<file path="src/rtl/perf_monitor.sv">
// Performance monitor beside the cpu core: counts cycles, retired instructions and generic
// events, then derives fixed-point CPI with a restoring divider and offers a registered readout.
module perf_monitor #(
  parameter int CNT_W       = 32,
  parameter int N_EVT       = 4,
  parameter int STATE_W     = 3,
  parameter int FETCH_STATE = 0,
  parameter int FRAC_W      = 8,
  parameter int SATURATE    = 1
) (
  input  logic                         clk,
  input  logic                         reset,
  input  logic                         start,
  input  logic                         stop,
  input  logic                         clear,
  input  logic [STATE_W-1:0]           cpu_state,
  input  logic                         halted,
  input  logic [N_EVT-1:0]             evt,
  input  logic [$clog2(N_EVT+3)-1:0]   rd_sel,
  output logic [CNT_W-1:0]             rd_data,
  output logic                         running,
  output logic                         done,
  output logic [CNT_W+FRAC_W-1:0]      cpi,
  output logic [N_EVT+1:0]             ovf,
  output logic                         div_zero
);

  localparam int SEL_W  = $clog2(N_EVT+3);
  localparam int Q_W    = CNT_W + FRAC_W;
  localparam int STEP_W = $clog2(Q_W);

  typedef enum logic [1:0] {S_IDLE, S_RUN, S_DIV, S_DONE} state_t;

  state_t             state;
  logic [CNT_W-1:0]   cycles;
  logic [CNT_W-1:0]   instrs;
  logic [CNT_W-1:0]   evt_cnt [N_EVT];

  // Divider: dq shifts dividend bits out the top and quotient bits in the bottom.
  logic [Q_W-1:0]     dq;
  logic [CNT_W-1:0]   rem;
  logic [STEP_W-1:0]  step;
  logic               div_init;

  logic               zero_cnt;
  logic               count_en;
  logic               is_fetch;
  logic [CNT_W:0]     cyc_bump;
  logic [CNT_W:0]     ins_bump;
  logic [CNT_W:0]     evt_bump [N_EVT];
  logic [CNT_W:0]     rem_sh;
  logic [CNT_W:0]     rem_sub;
  logic               q_bit;
  logic [CNT_W-1:0]   rem_nx;
  logic [Q_W-1:0]     dq_nx;
  logic [CNT_W-1:0]   rd_mux;

  // Returns {overflow, next value}; an all-ones counter either sticks or wraps.
  function automatic logic [CNT_W:0] bump(input logic [CNT_W-1:0] v);
    if (&v) return {1'b1, (SATURATE != 0) ? v : {CNT_W{1'b0}}};
    return {1'b0, v + 1'b1};
  endfunction

  always_comb begin
    zero_cnt = clear || (start && state != S_DIV);
    count_en = (state == S_RUN) && !start && (halted || !stop);
    is_fetch = (cpu_state == STATE_W'(FETCH_STATE));
    cyc_bump = bump(cycles);
    ins_bump = bump(instrs);
    for (int i = 0; i < N_EVT; i++) evt_bump[i] = bump(evt_cnt[i]);
  end

  // rem_sh < 2*divisor, so the sign of the difference alone decides the quotient bit.
  always_comb begin
    rem_sh  = {rem, dq[Q_W-1]};
    rem_sub = rem_sh - {1'b0, instrs};
    q_bit   = !rem_sub[CNT_W];
    rem_nx  = q_bit ? rem_sub[CNT_W-1:0] : rem_sh[CNT_W-1:0];
    dq_nx   = {dq[Q_W-2:0], q_bit};
  end

  always_comb begin
    // NOTE: every path of a combinational block must assign its outputs; defaulting first keeps a latch from being inferred.
    rd_mux = '0;
    if (rd_sel == SEL_W'(0)) rd_mux = cycles;
    if (rd_sel == SEL_W'(1)) rd_mux = instrs;
    for (int i = 0; i < N_EVT; i++)
      if (rd_sel == SEL_W'(i + 2)) rd_mux = evt_cnt[i];
    if (rd_sel == SEL_W'(N_EVT + 2)) rd_mux = cpi[CNT_W-1:0];
  end

  always_ff @(posedge clk or negedge reset) begin
    // NOTE: evt_cnt is a handful of flops rather than a RAM, so resetting it in a loop is cheap and intended.
    if (!reset) begin
      cycles <= '0;
      instrs <= '0;
      ovf    <= '0;
      for (int i = 0; i < N_EVT; i++) evt_cnt[i] <= '0;
    end else if (zero_cnt) begin
      cycles <= '0;
      instrs <= '0;
      ovf    <= '0;
      for (int i = 0; i < N_EVT; i++) evt_cnt[i] <= '0;
    end else if (count_en) begin
      cycles <= cyc_bump[CNT_W-1:0];
      ovf[0] <= ovf[0] | cyc_bump[CNT_W];
      if (is_fetch) begin
        instrs <= ins_bump[CNT_W-1:0];
        ovf[1] <= ovf[1] | ins_bump[CNT_W];
      end
      for (int i = 0; i < N_EVT; i++) begin
        if (evt[i]) begin
          evt_cnt[i] <= evt_bump[i][CNT_W-1:0];
          ovf[2+i]   <= ovf[2+i] | evt_bump[i][CNT_W];
        end
      end
    end
  end

  always_ff @(posedge clk or negedge reset) begin
    // NOTE: state uses non-blocking assignments so every flop samples pre-edge values, matching the hardware.
    if (!reset) begin
      state    <= S_IDLE;
      running  <= 1'b0;
      done     <= 1'b0;
      cpi      <= '0;
      div_zero <= 1'b0;
      dq       <= '0;
      rem      <= '0;
      step     <= '0;
      div_init <= 1'b0;
      rd_data  <= '0;
    end else if (clear) begin
      state    <= S_IDLE;
      running  <= 1'b0;
      done     <= 1'b0;
      cpi      <= '0;
      div_zero <= 1'b0;
      dq       <= '0;
      rem      <= '0;
      step     <= '0;
      div_init <= 1'b0;
      rd_data  <= '0;
    end else begin
      rd_data <= rd_mux;
      case (state)
        S_IDLE: begin
          if (start) begin
            state   <= S_RUN;
            running <= 1'b1;
          end
        end
        S_RUN: begin
          if (!start && (halted || stop)) begin
            state    <= S_DIV;
            running  <= 1'b0;
            div_init <= 1'b1;
          end
        end
        S_DIV: begin
          if (div_init) begin
            div_init <= 1'b0;
            if (instrs == '0) begin
              div_zero <= 1'b1;
              cpi      <= '1;
              state    <= S_DONE;
              done     <= 1'b1;
            end else begin
              dq   <= {cycles, {FRAC_W{1'b0}}};
              rem  <= '0;
              step <= '0;
            end
          end else begin
            dq   <= dq_nx;
            rem  <= rem_nx;
            step <= step + 1'b1;
            if (step == STEP_W'(Q_W - 1)) begin
              cpi   <= dq_nx;
              state <= S_DONE;
              done  <= 1'b1;
            end
          end
        end
        S_DONE: begin
          if (start) begin
            state    <= S_RUN;
            running  <= 1'b1;
            done     <= 1'b0;
            cpi      <= '0;
            div_zero <= 1'b0;
          end
        end
        default: state <= S_IDLE;
      endcase
    end
  end

endmodule

</file>
<file path="config.mk">
export PLATFORM = sky130hd
export DESIGN_NAME = perf_monitor
export DESIGN_NICKNAME = d
export VERILOG_FILES = /design/src/rtl/perf_monitor.sv
export SDC_FILE = /design/constraint.sdc
export NUM_CORES = 1
export LEC_CHECK = 0
export ABC_AREA = 1
export BUFFER_PORTS_ARGS = -buffer_cell sky130_fd_sc_hd__buf_2
export CELL_PAD_IN_SITES_DETAIL_PLACEMENT = 0
export CELL_PAD_IN_SITES_GLOBAL_PLACEMENT = 1
export CORE_ASPECT_RATIO = 1.4
export CORE_UTILIZATION = 46
export CTS_CLUSTER_SIZE = 12
export DETAILED_ROUTE_END_ITERATION = 7
export MAX_ROUTING_LAYER = met4
export PLACE_DENSITY = 0.9
export SYNTH_ARGS = -nofsm -noshare
export SYNTH_HDL_FRONTEND = slang
export SYNTH_SLANG_ARGS = --single-unit
</file>
<file path="constraint.sdc">
create_clock -name clk -period 3.2 [get_ports clk]
set_input_delay 0 -clock clk [delete_from_list [all_inputs] [get_ports clk]]
set_output_delay 0 -clock clk [all_outputs]
set_load 0.01 [all_outputs]
</file>
# Yosys cells after proc, flatten, opt, wreduce, memory -nomap -nowiden
# Cells that the tools add are included.
# classes
n_eq_ne,25
n_addsub,8
n_bitwise,6
reduce_logical,48
muxes,86
# ops
cell,count
32-bit 2-to-1 mux,22
33-bit 2-to-1 mux,12
40-bit 2-to-1 mux,9
128-bit 2-to-1 mux,2
32-bit by 1-bit adder with 32-bit output (second input constant),6
32-bit AND reduction,6
40-bit one-hot mux with 2 select lines,1
6-bit 2-to-1 mux,6
33-bit by 32-bit subtractor with 33-bit output,1
32-bit zero test,1
3-bit inequality test (second input constant),10
1-bit 2-to-1 mux,23
3-bit AND reduction,6
2-bit AND reduction,8
2-bit nonzero test,7
2-bit 2-to-1 mux,6
4-bit AND reduction,3
3-bit == test (second input constant),3
3-bit nonzero test,3
4-bit inequality test (second input constant),2
1-bit one-hot mux with 2 select lines,4
6-bit by 1-bit adder with 6-bit output (second input constant),1
3-bit by 2-bit == test with 1-bit output (second input constant),2
6-bit == test (second input constant),1
14 further kinds,28
# word_totals
out_inout_bits,81
inputBits,16
regBits,354

# Longest topological paths before layout
# logic_depth
ltp_word,9
mapped_depth,18
depth_no_buf,18

# Least setup slack after synthesis
# No wires, ideal clock.
# synth_path
path_type,flip-flop to flip-flop
startpoint,register instrs[0]
endpoint,register rem[26]
arrival_time_ns,2.173
required_time_ns,3.084
path_buffers,1
path_slack_ns,0.911
stages_incl_launch_ff,17
path_cell_list,dfrtp_1 ha_1 inv_1 fa_1 nand3_1 nand3_1 nand2_1 nand2_1 nand2_1 nand2_1 nand2_1 nand3_1 nand2_1 buf_4 nand3_1 nand2_1 nand2_1
# synth_between
elab_chain_cells,5
elab_cells_between_ends,8
# synth_rtl
item,line_no,text
from (decl),36,logic [CNT_W-1:0] instrs;
from (signal assigned),108,instrs <= ins_bump[CNT_W-1:0];
33-bit by 32-bit subtractor with 33-bit output,76,"rem_sub = rem_sh - {1'b0, instrs};"
32-bit 2-to-1 mux,78,rem_nx = q_bit ? rem_sub[CNT_W-1:0] : rem_sh[CNT_W-1:0];
32-bit 2-to-1 mux,161,if (div_init) begin
32-bit 2-to-1 mux,146,case (state)
32-bit 2-to-1 mux,133,end else if (clear) begin
to (signal assigned),175,rem <= rem_nx;
to (decl),41,logic [CNT_W-1:0] rem;
# Parallel ways exist; a longest one is shown, timed or not. The select of a mux whose other input is x is not followed.
# A chain may end at the register's enable or synchronous reset.

# Final worst setup path
# layout_path
startpoint,register dq[39]
endpoint,register rem[5]
# layout_between
elab_chain_cells,5
# layout_rtl
item,line_no,text
from (decl),40,logic [Q_W-1:0] dq;
from (signal assigned),169,"dq <= {cycles, {FRAC_W{1'b0}}};"
from (signal assigned),174,dq <= dq_nx;
33-bit by 32-bit subtractor with 33-bit output,76,
32-bit 2-to-1 mux,78,
32-bit 2-to-1 mux,161,
32-bit 2-to-1 mux,146,
32-bit 2-to-1 mux,133,
# Every way passes these cells. The select of a mux whose other input is x is not followed.

==> metrics.log <==
INFO  metric syn-num-nets = between 3000 and 4000
INFO  metric worst-endpoint-required = 3.65 ns
INFO  metric critical_path.reg2reg.startpoint = dq[39]
INFO  metric drt_drc_violations_left = 0
INFO  metric cts_tree = built
INFO  metric timing.critical_path.to_type = flop
INFO  metric max_cap_violations = 0
INFO  metric clock_slew_seen_by_the_registers_of_the_worst_setup_and_hold_paths = ~0.060 ns
INFO  metric synth.area.top_cells = sky130_fd_sc_hd__dfrtp_1 37%, sky130_fd_sc_hd__nand2_1 17%, sky130_fd_sc_hd__inv_1 7.2%, sky130_fd_sc_hd__nor2_1 5.7%, sky130_fd_sc_hd__nand3_1 5.2%
INFO  metric finalMaxSlewViolations = 0
INFO  metric synthesis.instances = ~3600
INFO  metric layout_cells_sized_above_1 = 7.575%
INFO  metric ys.warnings.count = 0
INFO  metric boundaryPins = 97
INFO  metric postSynth.asyncResetShare = 100.0%
INFO  metric tns = 0 ns
INFO  metric share_comb_of_total_power = 52.6%
INFO  metric post-layout-total-power = ~22 mW
INFO  metric timing.critical_path.depth = 17
INFO  metric chipWidth = 194.7 um
INFO  metric final_common_cell = sky130_fd_sc_hd__nand2_1
INFO  metric yosysSeqAreaShare = 37.06%
INFO  metric finalWorstPathRequiredPeriod = 2.889 ns
INFO  metric post-dp-hpwl = ~67000 um
INFO  metric power.ir.vdd_worst = between 2000 and 2500 uV
INFO  metric postRouteAntennaNets = 0
INFO  metric crit_family = simple AND/OR/NAND/NOR gates
INFO  metric grt_first_pass_wirelength = approximately 130000 um
INFO  metric postSynth.topFlopCell = sky130_fd_sc_hd__dfrtp_1
INFO  metric grt_start_max_net_pins = 103
INFO  metric timing.final.hold_violations = 0
INFO  metric p_per_area = just over 800 mW/mm^2
INFO  metric power.switching_fraction = between 40% and 50%
INFO  metric setup.worst_path.end = rem[5]
INFO  metric core_area = 0.05125 sq mm
INFO  metric p_int = ~12 mW
INFO  metric ys_ff_latch = about 350
INFO  metric post_cts_setup_buffer_count = 0
INFO  metric synthesis_to_finish_area_growth = 11.91%
INFO  metric grt_pass1_vias = around 24000
INFO  metric startpoint_type = flop
INFO  metric synth_top_family_by_area = simple AND/OR/NAND/NOR gates
INFO  metric timing.max_slew.rel_slack = between 30% and 40%
INFO  metric synth_edf_count = 0
INFO  metric global_route.overflow_total = 0
INFO  metric syn_area = roughly 0.024 sq mm
INFO  metric min_period_over_period = about 90%
INFO  metric clk_root_buffer_cell = sky130_fd_sc_hd__clkbuf_16
INFO  metric crit_top_cell = sky130_fd_sc_hd__nand2_1
INFO  metric detail_route.wl_per_cell = approximately 20 um
INFO  metric htree_num_levels = 2
INFO  metric final_cell_mix = 1101 x sky130_fd_sc_hd__nand2_1, 459 x sky130_fd_sc_hd__inv_1, 363 x sky130_fd_sc_hd__nor2_1
INFO  metric antenna_found_initial = 0
INFO  metric post_drt_via_cell_ratio = 5.568
INFO  metric synth_xor_xnor_area_share = 3.664%
INFO  metric grt.total_usage = roughly a third
INFO  metric dr.pass1.iters = 6
INFO  metric power.switching = between 10 and 15 mW
INFO  metric r2r_end = rem[5]
INFO  metric worst-r2r-setup-slack = around 0.31 ns
INFO  metric worst_path_slowest_cell = sky130_fd_sc_hd__fa_1
INFO  metric power_leakage = between 10 and 15 nW
INFO  metric timing.critical_path.fanout_max = 27
INFO  metric post_synthesis_compound_gate_area_fraction = around 12%
INFO  metric netlist-cell-type-count = 57
INFO  metric pwr-share-clk = around 22%
INFO  metric rsz0062_at_grt = no
INFO  metric max_clock_freq = 346.2 MHz
INFO  metric vertical_die_dimension = 271.7 um
INFO  metric n_fill_cell = between 5000 and 6000
INFO  metric num_antenna_cells = 0
INFO  metric globalplace.congestion = ~1
INFO  metric routed_wl = between 80000 and 90000 um
INFO  metric synth_adder_area_share = ~2.3%
INFO  metric layout_nets = roughly 3700
INFO  metric crit_chain = inv_1, ha_1, inv_1, fa_1, nand3_1, nand3_1, nand2_1, nand2_1, nand2_1, nand2_1, nand2_1, nand3_1, nand2_1, buf_12, nand2_1, nand3_1, nand2_1
INFO  metric critical_path.n_buffers_inverters = 3
INFO  metric cts_max_path_buffers = 3
INFO  metric seqPwrFrac = around 25%
INFO  metric yosysTopAreaCellShare = 37.06%
INFO  metric synth.largest_area_cell = sky130_fd_sc_hd__dfrtp_1
INFO  metric critPathKind = reg -> reg
INFO  metric run_status = finished, final reports clean
INFO  metric tritoncts_num_sinks = around 350
INFO  metric start_util = between 40% and 50%
INFO  metric drt_iter0_drc = about 1900
INFO  metric reg2regPathDepth = 17
INFO  metric tightest_slew = between 1 and 1.5 ns
INFO  metric clock_buffers_created_by_tritoncts = 40
INFO  metric finalSetupViolations = 0
INFO  metric clkLatencyLatePin = around 0.59 ns
INFO  metric startpoint = dq[39]
INFO  metric die_area = around 0.053 sq mm
INFO  metric cp.arrival = roughly 3.3 ns
INFO  metric finClkSkew = 0.03236 ns
INFO  metric port_buffers = 96
INFO  metric synthMuxAreaShare = 0%
INFO  metric syn_avg_cell_area = about 6.7 sq um
INFO  metric post_synth_and_or_nand_nor_area_fraction = 35.41%
INFO  metric critPathMaxStageDelay = between 0.4 and 0.5 ns
INFO  metric num_vias = between 20000 and 25000
INFO  metric hold_path.class = in -> async
INFO  metric hold_slack = 0.04688 ns
INFO  metric placementRows = ~100
## layout make-up
type	instances	area, sq um	share of cell area, %
Clock buffer	57	1186	4.434
Clock inverter	13	205.2	0.7670
Inverter	473	1779	6.651
Timing Repair Buffer	167	1201	4.490
Multi-Input combinational cell	2619	12710	47.50
Sequential cell	354	8859	33.11
Tap cell	650	813.3	3.040
## layer usage
metal	vias up	global-route usage, %	wire length (um)
li1	11697	-	-
met1	11312	35.76	32030
met2	825	58.62	43590
met3	290	3.889	3923
met4	0	24.71	7125
met5	-	-	0
## power by group through the flow
stage	clock network [mW]	registers, mW	logic, mW
6_report	4.93	5.59	11.7
2_1_floorplan	0	5.62	7.82
3_3_place_gp	0	5.65	11.6
4_1_cts	4.99	5.59	11.6
3_5_place_dp	0	5.65	11.6
5_1_grt	5.16	5.66	13.0
## synth_stat cells (12+ instances only)
cell type,number
sky130_fd_sc_hd__nand2_1,1102
sky130_fd_sc_hd__inv_1,460
sky130_fd_sc_hd__nor2_1,364
sky130_fd_sc_hd__dfrtp_1,354
sky130_fd_sc_hd__nand3_1,247
sky130_fd_sc_hd__o21ai_0,204
sky130_fd_sc_hd__nor3_1,119
sky130_fd_sc_hd__a21oi_1,93
sky130_fd_sc_hd__nand4_1,87
sky130_fd_sc_hd__xor2_1,76
sky130_fd_sc_hd__clkbuf_1,61
sky130_fd_sc_hd__o31ai_1,60
sky130_fd_sc_hd__ha_1,43
sky130_fd_sc_hd__o21ai_1,32
sky130_fd_sc_hd__o211ai_1,28
sky130_fd_sc_hd__buf_2,26
sky130_fd_sc_hd__xnor2_1,24
sky130_fd_sc_hd__nor4_1,21
sky130_fd_sc_hd__o22ai_1,17
sky130_fd_sc_hd__buf_1,12
sky130_fd_sc_hd__buf_4,12
## worst min-delay path by stage
stage                  endpoint  depth (start not counted)
floorplan                cpi[0]                          0
global placement    evt_cnt[91]                          1
detailed placement  evt_cnt[91]                          1
CTS                    div_init                          7
global route         instrs[20]                          8
finish              evt_cnt[91]                          2
## through the flow
stage	utilization [%]	worst slack, ns	area [sq um]	std cells
floorplan	-	0.9109	23910	3568
global placement	49.27	0.3843	25250	4252
detailed placement	49.27	0.3683	25250	4252
CTS	52.19	0.3486	26750	4333
global route	52.19	0.02593	26750	4333
finish	52.19	0.3113	26750	4333
## timing repair
item,4_1_cts,5_1_grt
resized for setup,0,0
hold buffers,11,0
endpoints found under the hold margin,119,0
## worst reg2reg max path, stage by stage (launching register included)
cell and delay, ns:
sky130_fd_sc_hd__dfrtp_1 0.36, sky130_fd_sc_hd__inv_1 0.07, sky130_fd_sc_hd__ha_1 0.14, sky130_fd_sc_hd__inv_1 0.07, sky130_fd_sc_hd__fa_1 0.43, sky130_fd_sc_hd__nand3_1 0.11, sky130_fd_sc_hd__nand3_1 0.16, sky130_fd_sc_hd__nand2_1 0.11
sky130_fd_sc_hd__nand2_1 0.14, sky130_fd_sc_hd__nand2_1 0.10, sky130_fd_sc_hd__nand2_1 0.10, sky130_fd_sc_hd__nand2_1 0.16, sky130_fd_sc_hd__nand3_1 0.14, sky130_fd_sc_hd__nand2_1 0.23, sky130_fd_sc_hd__buf_12 0.22, sky130_fd_sc_hd__nand2_1 0.10
sky130_fd_sc_hd__nand3_1 0.08, sky130_fd_sc_hd__nand2_1 0.06
## logic make-up (layout without fill, tap and decap cells)
logic type	after synthesis	count (layout)
fa+ha+maj	44	44
simple gates	1998	1998
buf+inv	595	710
flops	354	354
compound gates	477	477
xor+xnor	100	100
## sequential cells by signal (all words and copies together), names as in the netlist
register  flops
cpi          40
done          1
running       1
step          6
div_zero      1
dq           40
state         2
rd_data      32
evt_cnt     128
instrs       32
ovf           6
rem          32
div_init      1
cycles       32
Note: power is estimated with default switching activity, not from simulation.
